`src/rtl/apb_spi_interface.sv`:
```
`default_nettype none
// ============================================================================
// Module   : apb_spi_interface
// Brief    : APB slave driving a byte serialiser toward four slaves, plus an
//            OOK RF packet receiver built only when RF_RX_EN is defined.
// Revision : 1.0
// ============================================================================
module apb_spi_interface #(
   parameter int BIT_PERIOD   = 10000,
   parameter int PREAMBLE_LEN = 8
) (
   input  logic        i_PCLK,
   input  logic        i_PRESETn,
   input  logic        i_PSEL0,
   input  logic        i_PENABLE,
   input  logic        i_PWRITE,
   input  logic [15:0] i_PADDR,
   input  logic [7:0]  i_PWDATA,
   input  logic [7:0]  i_PRDATA,
   input  logic [9:0]  i_BASE_ADDR,
   output logic        o_WR0,
   output logic        o_WR1,
   output logic        o_WR2,
   output logic        o_WR3,
   output logic        o_DR0,
   output logic        o_DR1,
   output logic        o_DR2,
   output logic        o_DR3,
   output logic        PREADY,
   output logic [7:0]  o_PWDATA,
   output logic [7:0]  o_PRDATA,
   input  logic        rfin,
   output logic        pkt_rec,
   input  logic        RX,
   output logic        TX_OUT,
   output logic        sh_en
);

   localparam logic [5:0] c_off_cfg = 6'h00;
   localparam logic [5:0] c_off_dat = 6'h04;
   localparam logic [5:0] c_off_cmd = 6'h0C;
   localparam logic [0:0] c_xs_idle = 1'b0;
   localparam logic [0:0] c_xs_run  = 1'b1;

   logic       w_hit, w_wr, w_rd, w_busy, w_start, w_tick_end, w_end;
   logic [5:0] w_off;
   logic [3:0] w_div_max, w_sel;
   logic [7:0] w_status;
   logic       w_pkt_take;
   logic [7:0] w_pkt_byte;

   logic [5:0] cfg_q, cfg_d;
   logic [7:0] tx_q, tx_d, rx_q, rx_d, sh_q, sh_d;
   logic       done_q, done_d, rxv_q, rxv_d, dir_q, dir_d;
   logic       txo_q, txo_d, she_q, she_d;
   logic [0:0] xst_q, xst_d;
   logic [1:0] xsl_q, xsl_d, xsck_q, xsck_d;
   logic [3:0] div_cnt_q, div_cnt_d;
   logic [2:0] bit_q, bit_d;

   assign w_hit   = (i_PADDR[15:6] == i_BASE_ADDR);
   assign w_off   = i_PADDR[5:0];
   assign PREADY  = i_PSEL0 & i_PENABLE & w_hit;
   assign w_wr    = PREADY & i_PWRITE;
   assign w_rd    = PREADY & ~i_PWRITE;
   assign w_busy  = (xst_q == c_xs_run);
   assign w_start = w_wr & (w_off == c_off_cmd) & i_PWDATA[1] & ~w_busy;
   assign w_status = {4'b0000, rxv_q, pkt_rec, done_q, w_busy};

   always_comb begin
      case (xsck_q)
         2'd0:    w_div_max = 4'd1;
         2'd1:    w_div_max = 4'd3;
         2'd2:    w_div_max = 4'd7;
         default: w_div_max = 4'd15;
      endcase
   end

   assign w_tick_end = (div_cnt_q == w_div_max);
   assign w_end      = w_busy & w_tick_end & (bit_q == 3'd7);

   // Slave/direction/divider are latched at START so CONFIG writes cannot disturb a transfer.
   always_comb begin
      cfg_d     = cfg_q;
      tx_d      = tx_q;
      rx_d      = rx_q;
      done_d    = done_q;
      rxv_d     = rxv_q;
      xst_d     = xst_q;
      dir_d     = dir_q;
      xsl_d     = xsl_q;
      xsck_d    = xsck_q;
      div_cnt_d = div_cnt_q;
      bit_d     = bit_q;
      sh_d      = sh_q;
      txo_d     = txo_q;
      she_d     = 1'b0;
      if (w_wr && w_off == c_off_cfg) cfg_d = i_PWDATA[5:0];
      if (w_wr && w_off == c_off_dat) tx_d = i_PWDATA;
      if (w_rd && w_off == c_off_cfg) done_d = 1'b0;
      if (w_rd && w_off == c_off_dat) rxv_d = 1'b0;
      case (xst_q)
         c_xs_idle: begin
            if (w_start) begin
               xst_d     = c_xs_run;
               dir_d     = RX;
               xsl_d     = cfg_q[3:2];
               xsck_d    = cfg_q[1:0];
               div_cnt_d = 4'd0;
               bit_d     = 3'd0;
               sh_d      = {tx_q[6:0], 1'b0};
               txo_d     = ~RX & tx_q[7];
               she_d     = 1'b1;
            end
         end
         default: begin
            if (!w_tick_end) begin
               div_cnt_d = div_cnt_q + 4'd1;
            end else if (bit_q != 3'd7) begin
               div_cnt_d = 4'd0;
               bit_d     = bit_q + 3'd1;
               txo_d     = ~dir_q & sh_q[7];
               sh_d      = {sh_q[6:0], 1'b0};
               she_d     = 1'b1;
            end else begin
               xst_d  = c_xs_idle;
               txo_d  = 1'b0;
               done_d = 1'b1;
               if (dir_q) begin
                  rxv_d = 1'b1;
                  rx_d  = w_pkt_take ? w_pkt_byte : i_PRDATA;
               end
            end
         end
      endcase
   end

   always_ff @(posedge i_PCLK or negedge i_PRESETn) begin
      if (!i_PRESETn) begin
         cfg_q     <= '0;
         tx_q      <= '0;
         rx_q      <= '0;
         done_q    <= 1'b0;
         rxv_q     <= 1'b0;
         xst_q     <= c_xs_idle;
         dir_q     <= 1'b0;
         xsl_q     <= '0;
         xsck_q    <= '0;
         div_cnt_q <= '0;
         bit_q     <= '0;
         sh_q      <= '0;
         txo_q     <= 1'b0;
         she_q     <= 1'b0;
      end else begin
         cfg_q     <= cfg_d;
         tx_q      <= tx_d;
         rx_q      <= rx_d;
         done_q    <= done_d;
         rxv_q     <= rxv_d;
         xst_q     <= xst_d;
         dir_q     <= dir_d;
         xsl_q     <= xsl_d;
         xsck_q    <= xsck_d;
         div_cnt_q <= div_cnt_d;
         bit_q     <= bit_d;
         sh_q      <= sh_d;
         txo_q     <= txo_d;
         she_q     <= she_d;
      end
   end

   assign w_sel    = w_busy ? (4'b0001 << xsl_q) : 4'b0000;
   assign o_WR0    = w_sel[0] & ~dir_q;
   assign o_WR1    = w_sel[1] & ~dir_q;
   assign o_WR2    = w_sel[2] & ~dir_q;
   assign o_WR3    = w_sel[3] & ~dir_q;
   assign o_DR0    = w_sel[0] & dir_q;
   assign o_DR1    = w_sel[1] & dir_q;
   assign o_DR2    = w_sel[2] & dir_q;
   assign o_DR3    = w_sel[3] & dir_q;
   assign o_PWDATA = tx_q;
   assign TX_OUT   = txo_q;
   assign sh_en    = she_q;

   always_comb begin
      o_PRDATA = 8'h00;
      if (w_rd) begin
         case (w_off)
            c_off_cfg: o_PRDATA = w_status;
            c_off_dat: o_PRDATA = rx_q;
            default:   o_PRDATA = 8'h00;
         endcase
      end
   end

   logic w_unused_mode;
   assign w_unused_mode = ^cfg_q[5:4];

`ifdef RF_RX_EN
   localparam int c_tw = $clog2((3 * BIT_PERIOD) / 2 + 1);
   localparam int c_pw = $clog2(PREAMBLE_LEN + 1);
   localparam logic [c_tw-1:0] c_half_t = c_tw'(BIT_PERIOD / 2);
   localparam logic [c_tw-1:0] c_late_t = c_tw'((3 * BIT_PERIOD) / 2);
   localparam logic [1:0] c_rf_hunt = 2'd0;
   localparam logic [1:0] c_rf_pre  = 2'd1;
   localparam logic [1:0] c_rf_data = 2'd2;

   logic [2:0]      sync_q;
   logic [1:0]      rfs_q, rfs_d;
   logic [c_tw-1:0] tmr_q, tmr_d;
   logic [c_pw-1:0] pcnt_q, pcnt_d;
   logic [5:0]      dcnt_q, dcnt_d;
   logic [62:0]     dsh_q, dsh_d;
   logic [63:0]     pbuf_q, pbuf_d, w_rot;
   logic [2:0]      rdp_q, rdp_d;
   logic            prec_q, prec_d;
   logic            w_pulse, w_win, w_late;

   assign w_pulse    = sync_q[1] & ~sync_q[2];
   assign w_win      = w_pulse & (tmr_q >= c_half_t) & (tmr_q < c_late_t);
   assign w_late     = (tmr_q >= c_late_t);
   assign w_pkt_take = dir_q & (xsl_q == 2'd3);
   assign w_rot      = pbuf_q << {rdp_q, 3'b000};
   assign w_pkt_byte = w_rot[63:56];
   assign pkt_rec    = prec_q;

   // Packet completion is evaluated after the readout pointer update so it wins a same-cycle race.
   always_comb begin
      rfs_d  = rfs_q;
      tmr_d  = tmr_q;
      pcnt_d = pcnt_q;
      dcnt_d = dcnt_q;
      dsh_d  = dsh_q;
      pbuf_d = pbuf_q;
      rdp_d  = rdp_q;
      prec_d = prec_q;
      if (w_pkt_take && w_end) begin
         rdp_d = rdp_q + 3'd1;
         if (rdp_q == 3'd7) prec_d = 1'b0;
      end
      case (rfs_q)
         c_rf_hunt: begin
            if (w_pulse) begin
               rfs_d  = c_rf_pre;
               tmr_d  = '0;
               pcnt_d = c_pw'(1);
            end
         end
         c_rf_pre: begin
            if (w_win) begin
               tmr_d  = '0;
               pcnt_d = pcnt_q + c_pw'(1);
               if (pcnt_q == c_pw'(PREAMBLE_LEN - 1)) begin
                  rfs_d  = c_rf_data;
                  dcnt_d = 6'd0;
               end
            end else if (w_late) begin
               rfs_d = c_rf_hunt;
            end else begin
               tmr_d = tmr_q + c_tw'(1);
            end
         end
         default: begin
            if (w_win || w_late) begin
               dsh_d  = {dsh_q[61:0], w_win};
               dcnt_d = dcnt_q + 6'd1;
               tmr_d  = w_win ? '0 : c_half_t;
               if (dcnt_q == 6'd63) begin
                  pbuf_d = {dsh_q, w_win};
                  rdp_d  = 3'd0;
                  prec_d = 1'b1;
                  rfs_d  = c_rf_hunt;
               end
            end else begin
               tmr_d = tmr_q + c_tw'(1);
            end
         end
      endcase
   end

   always_ff @(posedge i_PCLK or negedge i_PRESETn) begin
      if (!i_PRESETn) begin
         sync_q <= '0;
         rfs_q  <= c_rf_hunt;
         tmr_q  <= '0;
         pcnt_q <= '0;
         dcnt_q <= '0;
         dsh_q  <= '0;
         pbuf_q <= '0;
         rdp_q  <= '0;
         prec_q <= 1'b0;
      end else begin
         sync_q <= {sync_q[1:0], rfin};
         rfs_q  <= rfs_d;
         tmr_q  <= tmr_d;
         pcnt_q <= pcnt_d;
         dcnt_q <= dcnt_d;
         dsh_q  <= dsh_d;
         pbuf_q <= pbuf_d;
         rdp_q  <= rdp_d;
         prec_q <= prec_d;
      end
   end
`else
   localparam int c_unused_rf_cfg = BIT_PERIOD + PREAMBLE_LEN;
   logic w_unused_rf;
   assign w_unused_rf = rfin;
   assign w_pkt_take  = 1'b0;
   assign w_pkt_byte  = 8'h00;
   assign pkt_rec     = 1'b0;
`endif

endmodule
`default_nettype wire

```
`config.mk`:
```
export PLATFORM = sky130hd
export DESIGN_NAME = apb_spi_interface
export DESIGN_NICKNAME = d
export VERILOG_FILES = /design/src/rtl/apb_spi_interface.sv
export SDC_FILE = /design/constraint.sdc
export NUM_CORES = 1
export LEC_CHECK = 0
export ABC_AREA = 0
export CAP_MARGIN = 20
export CELL_PAD_IN_SITES_DETAIL_PLACEMENT = 1
export CELL_PAD_IN_SITES_GLOBAL_PLACEMENT = 2
export CORE_UTILIZATION = 29
export DETAILED_ROUTE_END_ITERATION = 16
export PLACE_DENSITY = 0.82
export SETUP_SLACK_MARGIN = 0.3
export SLEW_MARGIN = 25
export SYNTH_ARGS = -nofsm -noshare
export SYNTH_HDL_FRONTEND = slang
export SYNTH_SLANG_ARGS = --single-unit
export TNS_END_PERCENT = 1
```
`constraint.sdc`:
```
create_clock -name i_PCLK -period 2.7 [get_ports i_PCLK]
set_input_delay 0.54 -clock i_PCLK [delete_from_list [all_inputs] [get_ports i_PCLK]]
set_output_delay 0.54 -clock i_PCLK [all_outputs]
set_load 0.03 [all_outputs]
```
==> results.txt <==
----------------------------------------------------
[Die]
  Overall die width ... ~91 um
  Placeable core area ... a little under 8000 sq um
  Standard-cell row count ... 32
  Die Y-Extent ... 91.3 um
  Number of placed I/O pins ... 77
  Initial cell density of the core ... 29.9%
  Die Footprint ... between 8000 and 9000 sq um

[Logic synthesis]
  Syn Inst Count ... 194
  Yosys warning count ... 0
  Most area-consuming cells after synthesis ... sky130_fd_sc_hd__dfrtp_1, sky130_fd_sc_hd__mux2_2, sky130_fd_sc_hd__xor2_1, sky130_fd_sc_hd__mux2_4, sky130_fd_sc_hd__mux2i_1
  Number of synthesized register bits ... 44
  Total nets after synthesis ... 246
  Count of flip-flops with a built-in enable after synthesis ... 0
  Most instantiated flip-flop cell in the synthesis netlist ... sky130_fd_sc_hd__dfrtp_1
  Synthesized area per cell ... roughly 12 sq um
  Synthesized area ... 2310 sq um
  FFs w/ async S/R, synth ... 100%
  Count of unique library cells instantiated by Yosys ... 46
  Share of Yosys cell area claimed by the top area cell type ... between 40% and 50%
  Fraction of the yosys area taken by sequential cells ... 47.6%
  Library cell with the largest summed area after synthesis ... sky130_fd_sc_hd__dfrtp_1

[Setup path]
  Crit path required time ... 2.16 ns
  CP Capture Point ... o_PRDATA[5]
  RR Endpoint ... sh_q[2]$_DFFE_PN0P_
  Crit path launch ... i_PADDR[1]
  CP max FO ... 6
  Sort of element at the end of the critical path ... output port
  R2R depth ... 6
  Arrival time reported for the critical path endpoint ... 2.05 ns
  Reg2Reg Launch Point ... div_cnt_q[2]$_DFFE_PN0P_
  Setup Crit Path Kind ... in2out
  Kind of start point of the critical path ... primary input
  Reg2Reg Setup Slack ... 0.52 ns

[Drt]
  Routed wire length per instance ... 15.2 um
  Number of nets with antenna violations after routing ... 0
  Highest signal layer in the routed design ... met4
  Iteration-0 DRC count of the detailed router ... 19
  Met2 wire length ... 3130 um
  DR DRC count ... 0
  Number of vias in the routed layout ... 1838
  Total routed wire length on the met1 layer ... 2580 um
  Final WL ... 6020 um
  Number of optimization iterations in the first detailed-route pass ... 4
  Avg Vias per Cell ... 4.64
  Met3 layer wire length in the routed design ... between 200 and 250 um

[STA]
  Setup repair after global routing missed its margin ... true
  Number of setup violations in the final report ... 0
  Rel. slew slack ... 65.7%
  Pins over their slew limit ... 0
  Final Hold Viols ... 0
  Period minus WS final ... 2.59 ns
  Period utilisation layout ... 96.0%
  Setup tns final ... 0 ns
  Achievable frequency ... 386 MHz
  Final worst-path setup slack ... ~0.11 ns
  Transition time at the pin with the least slew margin ... 0.511 ns
  Post-route clock skew ... just over 0.006 ns

[Final layout]
  Multi-input gate area in the final layout ... 1210 sq um
  Storage element area ... 1100 sq um
  Ant. Diodes ... 0
  Fraction of final layout cells with drive strength greater than 1 ... 39.5%
  Area overhead of the layout relative to synthesis ... 49.9%
  Fill cell instance count of the final layout ... between 800 and 900
  Area of all placed cells without fillers ... about 3500 sq um
  Final nets ... 345

[Place]
  Placed instance area ... 3340 sq um
  Count of port buffers added during placement ... 74
  Pre-CTS WS ... -0.329 ns
  Global placer's final weighted congestion ... between 0.7 and 0.8
  Placed wire-length estimate after detailed placement ... 4650 um

[Power]
  Leakage dissipation ... about 0.0016 uW
  Total power divided by cell area ... 382 nW/um^2
  Peak VDD IR ... 253 uV
  Power Total ... 1330 uW

[Clock tree]
  Hold-fix buffers at CTS ... 0
  Clock transition at path regs ... 0.08 ns
  CTS Root Cell ... sky130_fd_sc_hd__clkbuf_8
  Number of H-tree levels ... 2
  Total clock sinks ... 44
  Number of buffers on the longest clock path ... 2
  CTS tree ... yes
  Insertion delay to the later sink of the worst-skew pair ... 0.31 ns
  Number of buffers created by CTS ... 5

[Flow run]
  Maximum Capacitance Violations ... 0

[Outcome]
  Outcome ... finished clean

[Global routing]
  First-pass GRT wire length ... 10300 um
  Number of antenna violations at the first check in global routing ... 0
  Largest net degree at the start of global routing ... 26
  Remaining global-route overflow ... 0
  Via count of the first global-routing pass ... 2038
  Combined global-route utilization of all metal layers ... 15.9%

[Hold path]
  Hold Path Class ... in2async

----------------------------------------------------
==> final cells by class <==
type | count | area share, %
well taps | 102 | 3.68
clock inverters | 2 | 1.12
inverters | 6 | 0.650
clock buffers | 6 | 2.38
repair buffers | 98 | 25.4
multi-input cells | 138 | 35.0
flip-flops and latches | 44 | 31.8
==> metrics by stage <==
stage               utilization (%)  hold slack (ns)  cells
finish                         44.9            0.181    396
global route                   44.9            0.215    396
CTS                            44.9            0.201    396
detailed placement             43.2            0.476    385
global placement               43.2            0.476    385
floorplan                         -            0.244    194
==> per-layer routing <==
layer / global-route usage, % / vias up
met5: 0 / -
li1: - / 877
met3: 4.77 / 6
met2: 28.2 / 33
met4: 3.04 / 0
met1: 19.1 / 922
==> flip-flops by register name, summed over array words and instances, names as in the netlist <==
name	cells
bit_q	3
xsck_q	2
rxv_q	1
sh_q	7
rx_q	8
div_cnt_q	4
xsl_q	2
o_PWDATA	8
dir_q	1
sh_en	1
TX_OUT	1
done_q	1
cfg_q	4
w_busy	1
==> synth_stat cells (all sizes together), types with 2 or more instances <==
cell	count
dfrtp	44
mux2	38
nand2	13
nor2	13
xor2	10
nand4	8
and2	6
inv	6
o21ai	6
mux2i	5
nor3	5
nand3	4
buf	3
clkbuf	3
ha	3
nand2b	3
nor3b	3
o211ai	3
nor4	2
xnor2	2
==> placed cells by master, fill, tap and decap left out, types with 7 or more instances in the layout <==
cell                              count
sky130_fd_sc_hd__dfrtp_1             44
sky130_fd_sc_hd__clkdlybuf4s50_1     38
sky130_fd_sc_hd__mux2_2              33
sky130_fd_sc_hd__buf_4               22
sky130_fd_sc_hd__nand2_1             13
sky130_fd_sc_hd__buf_6               12
sky130_fd_sc_hd__xor2_1               9
sky130_fd_sc_hd__dlygate4sd2_1        9
sky130_fd_sc_hd__nor2_1               7
sky130_fd_sc_hd__buf_2                7
==> logic make-up (layout without fill, tap and decap cells) <==
logic type	count (synthesis)	count (layout)	share of synthesized area, %
other	1	1	0.162
multiplexers	43	43	21.3
buffers and inverters	12	112	2.43
adder cells (fa/ha/maj)	3	3	1.62
AND/OR/NAND/NOR	62	62	17.0
AO/OA/AOI/OAI	17	17	5.30
XOR/XNOR	12	12	4.54
flip-flops	44	44	47.6
==> how the worst min path moves through the flow <==
| stage | start | end | slack [ns] | cells past startpoint |
|---|---|---|---|---|
| final | i_PRESETn | div_cnt_q[2]$_DFFE_PN0P_ | 0.18 | 1 |
| after global routing | i_PRESETn | rxv_q$_DFF_PN0_ | 0.21 | 1 |
| after CTS | i_PRESETn | div_cnt_q[2]$_DFFE_PN0P_ | 0.20 | 1 |
| after detailed placement | bit_q[0]$_DFFE_PN0P_ | bit_q[0]$_DFFE_PN0P_ | 0.48 | 1 |
| after global placement | bit_q[0]$_DFFE_PN0P_ | bit_q[0]$_DFFE_PN0P_ | 0.48 | 1 |
| after floorplan | i_PRESETn | TX_OUT$_DFFE_PN0P_ | 0.24 | 0 |
==> repair_timing <==
action | 4_1_cts | 5_1_grt
hold endpoints to repair | 0 | 0
setup endpoints to repair | 31 | 10
resized for setup | 60 | 12
pin swaps | 18 | 11
buffers inserted | 3 | 0
==> worst max-delay path, stage by stage <==
cell	delay, ns
sky130_fd_sc_hd__clkbuf_2	0.08
sky130_fd_sc_hd__or4_4	0.55
sky130_fd_sc_hd__nor2_4	0.12
sky130_fd_sc_hd__nand4_4	0.13
sky130_fd_sc_hd__nor3b_4	0.21
sky130_fd_sc_hd__buf_6	0.15
sky130_fd_sc_hd__and2_4	0.15
sky130_fd_sc_hd__buf_6	0.12
==> where the power goes <==
| part | internal (uW) | leakage, uW | switching, uW |
|---|---|---|---|
| clock network | 302 | 0.0000614 | 233 |
| logic | 71.2 | 0.000975 | 50.8 |
| registers | 665 | 0.000544 | 3.63 |
| total | 1040 | 0.00158 | 287 |
No activity file was read; power rests on OpenSTA's default activity.
==> RTL change (same flow settings) <==
Add a define of `RF_RX_EN`.
--- a/src/rtl/apb_spi_interface.sv
+++ b/src/rtl/apb_spi_interface.sv
@@ -5,6 +5,8 @@
 //            OOK RF packet receiver built only when RF_RX_EN is defined.
 // Revision : 1.0
 // ============================================================================
+`define RF_RX_EN
+
 module apb_spi_interface #(
    parameter int BIT_PERIOD   = 10000,
    parameter int PREAMBLE_LEN = 8
Check against the original RTL: no difference found for any inputs over 10 cycles, from zero or initial values and one cycle with i_PRESETn low; that may be too few to reach the edited logic, so the function may still have changed.
==> RTL change against the original RTL <==
- maximum frequency down 3.3%
- hold slack worse by 150 ps
- sequential cell count up 160
- first-iteration DRC count rose to 13 times the old value
- register-to-register slack worse by 90 ps
- design area rose to 3.4 times the old value
- worst setup slack worse by 87 ps
- power rose to 5.2 times the old value
- area after synthesis rose to 4.1 times the old value
- wire length rose to 3.8 times the old value
- critical path depth down 1
- critical path type unchanged
- largest cell class is now sequential cells
- highest routed layer unchanged
==> RTL change: results (changes against the original RTL) <==
| Metric | Value |
|---|---|
| Run status | finished clean |
| Largest net degree at the start of global routing | 68 (+160%) |
| Multiplexer share of the synthesized area | 17.7% (-3.6 points) |
| Sequential area share after synthesis | 53.8% (+6.2 points) |
| P_leak | 0.00567 µW (+260%) |
| Tot GR Track Use | 14.3% (-1.6 points) |
| Synth area leaders | dfrtp_1 (54%), mux2_2 (9.5%), nand2_1 (8.9%) |
| HPWL Detailed | 15100 µm (+220%) |
| Synth Area in Adders | 1.19% (-0.44 points) |
| Max_slew headroom | 59.3% (-6.5 points) |
| CTS clk-pin slew, worst paths | 60 ps (-20 ps) |
| Prevailing post-synth register cell | dfrtp_1 |
| Post-Synth XOR/XNOR Area | 1.20% (-3.3 points) |
| Drt total wl | 23100 µm (+280%) |
| Maximum vdd drop | 393 µV (+55%) |
| Largest regs | pbuf_q x64, dsh_q x63, tmr_q x14 |
| Post-route ant nets | 0 (unchanged) |
| Worst Path Arrival | 2140 ps (+90 ps) |
| Synth warn | 0 (unchanged) |
| WHS | 30.9 ps (-151 ps) |
| First-pass GRT wire length | 39100 µm (+280%) |
| Vias after detailed routing | 6671 (+260%) |
| Fraction of final layout cells with drive strength greater than 1 | 25.6% (-14 points) |
| Port Buffer Count | 76 (+2.7%) |
| Iter 0 DRT Violations | 249 (+230) |
| FF-to-FF path depth | 5 (-1) |
| CTS buffer count | 24 (+19) |
| Unique masters post-synth | 65 (+41%) |
| Critical Path Source | i_PADDR[4] |
| Maximum fanout along the worst path | 5 (-1) |
| Post-DP Area | 10900 µm² (+230%) |
| Nets@finish | 1007 (+190%) |
| Synth Area in Compound Gates | 7.48% (+2.2 points) |
| Skew final | 9.44 ps (+3.40 ps) |
| Syn Nets | 910 (+270%) |
| CTS root buf | clkbuf_16 |
| Ranking of synthesized cells by instance count | nand2_1 (226), dfrtp_1 (204), mux2_2 (80) |
| Hold crit path type | input port to async pin |
| Diode count | 0 (unchanged) |
| # fillers | 3520 (+310%) |
| Htree depth | 1 (-1) |
| Worst-case clock buffer depth | 3 (+1) |
| Worst-skew pair later-pin latency | 510 ps (+200 ps) |
| Reg2Reg Setup Slack | 430 ps (-90 ps) |
| Initial antenna violation count | 0 (unchanged) |
| Reg2reg start | tmr_q[8] |
| Vias in the first global route | 7395 (+260%) |
| Post-synth ARST share | 100% (unchanged) |
| GP Congestion | 0.773 (-0.60%) |
| Drt pass-1 iters | 4 (unchanged) |
## RTL change: cell families after synthesis
group / count (synthesis)
mux: 130
buf+inv: 61
compound gates: 102
fa+ha+maj: 9
simple gates: 333
flops: 204
xor+xnor: 13
## RTL change: final timing paths
| path | endpoint |
|---|---|
| min in group i_PCLK | sync_q[1] |
| worst min register to register | sync_q[1] |
| max in group asynchronous | dsh_q[21] |
| worst min-delay path | sh_en |
| worst max-delay path | o_PRDATA[6] |
| worst max register to register | pcnt_q[3] |
## RTL change: repair_timing
action | in CTS | in global routing
cloned | 0 | 0
endpoints found under the setup margin | 17 | 80
buffers inserted | 5 | 1
pin swaps | 21 | 12
resized for setup | 76 | 27
## RTL change: report_power, final
part	switching [µW]	internal (µW)	leakage (µW)
Sequential	149	3150	0.00275
Clock	1240	1750	0.000345
Combinational	304	244	0.00258
## RTL change: layout make-up
cell class                      instances  area, µm²  share of cell area, %
Clock buffer                           39        698                   5.96
Inverter                               18       67.6                  0.577
Clock inverter                          3       17.5                  0.150
Sequential cell                       204       5110                   43.6
Timing Repair Buffer                  114       1080                   9.26
Tap cell                              435        544                   4.65
Multi-Input combinational cell        587       4200                   35.8
## RTL change: critical path, cell delays in order
cell and delay [ps]:
buf_6 90, or4_4 550, nor2_2 100, nand4_1 200, nor3b_4 330, and2_4 200
buf_6 120
## RTL change: per-layer routing
layer	track usage, %	wire length, µm	up-vias
met5	0	0	-
li1	-	-	3144
met1	19.1	10700	3397
met4	3.57	436	0
met3	2.12	797	31
met2	24.3	11100	99
## RTL change: metrics by stage
stage | worst slack [ps] | instances | utilization, %
global placement | -269 | 1352 | 34.3
CTS | 41.2 | 1399 | 36.6
finish | 21.2 | 1400 | 36.8
floorplan | 215 | 852 | -
detailed placement | -347 | 1352 | 34.3
global route | -55.5 | 1400 | 36.8
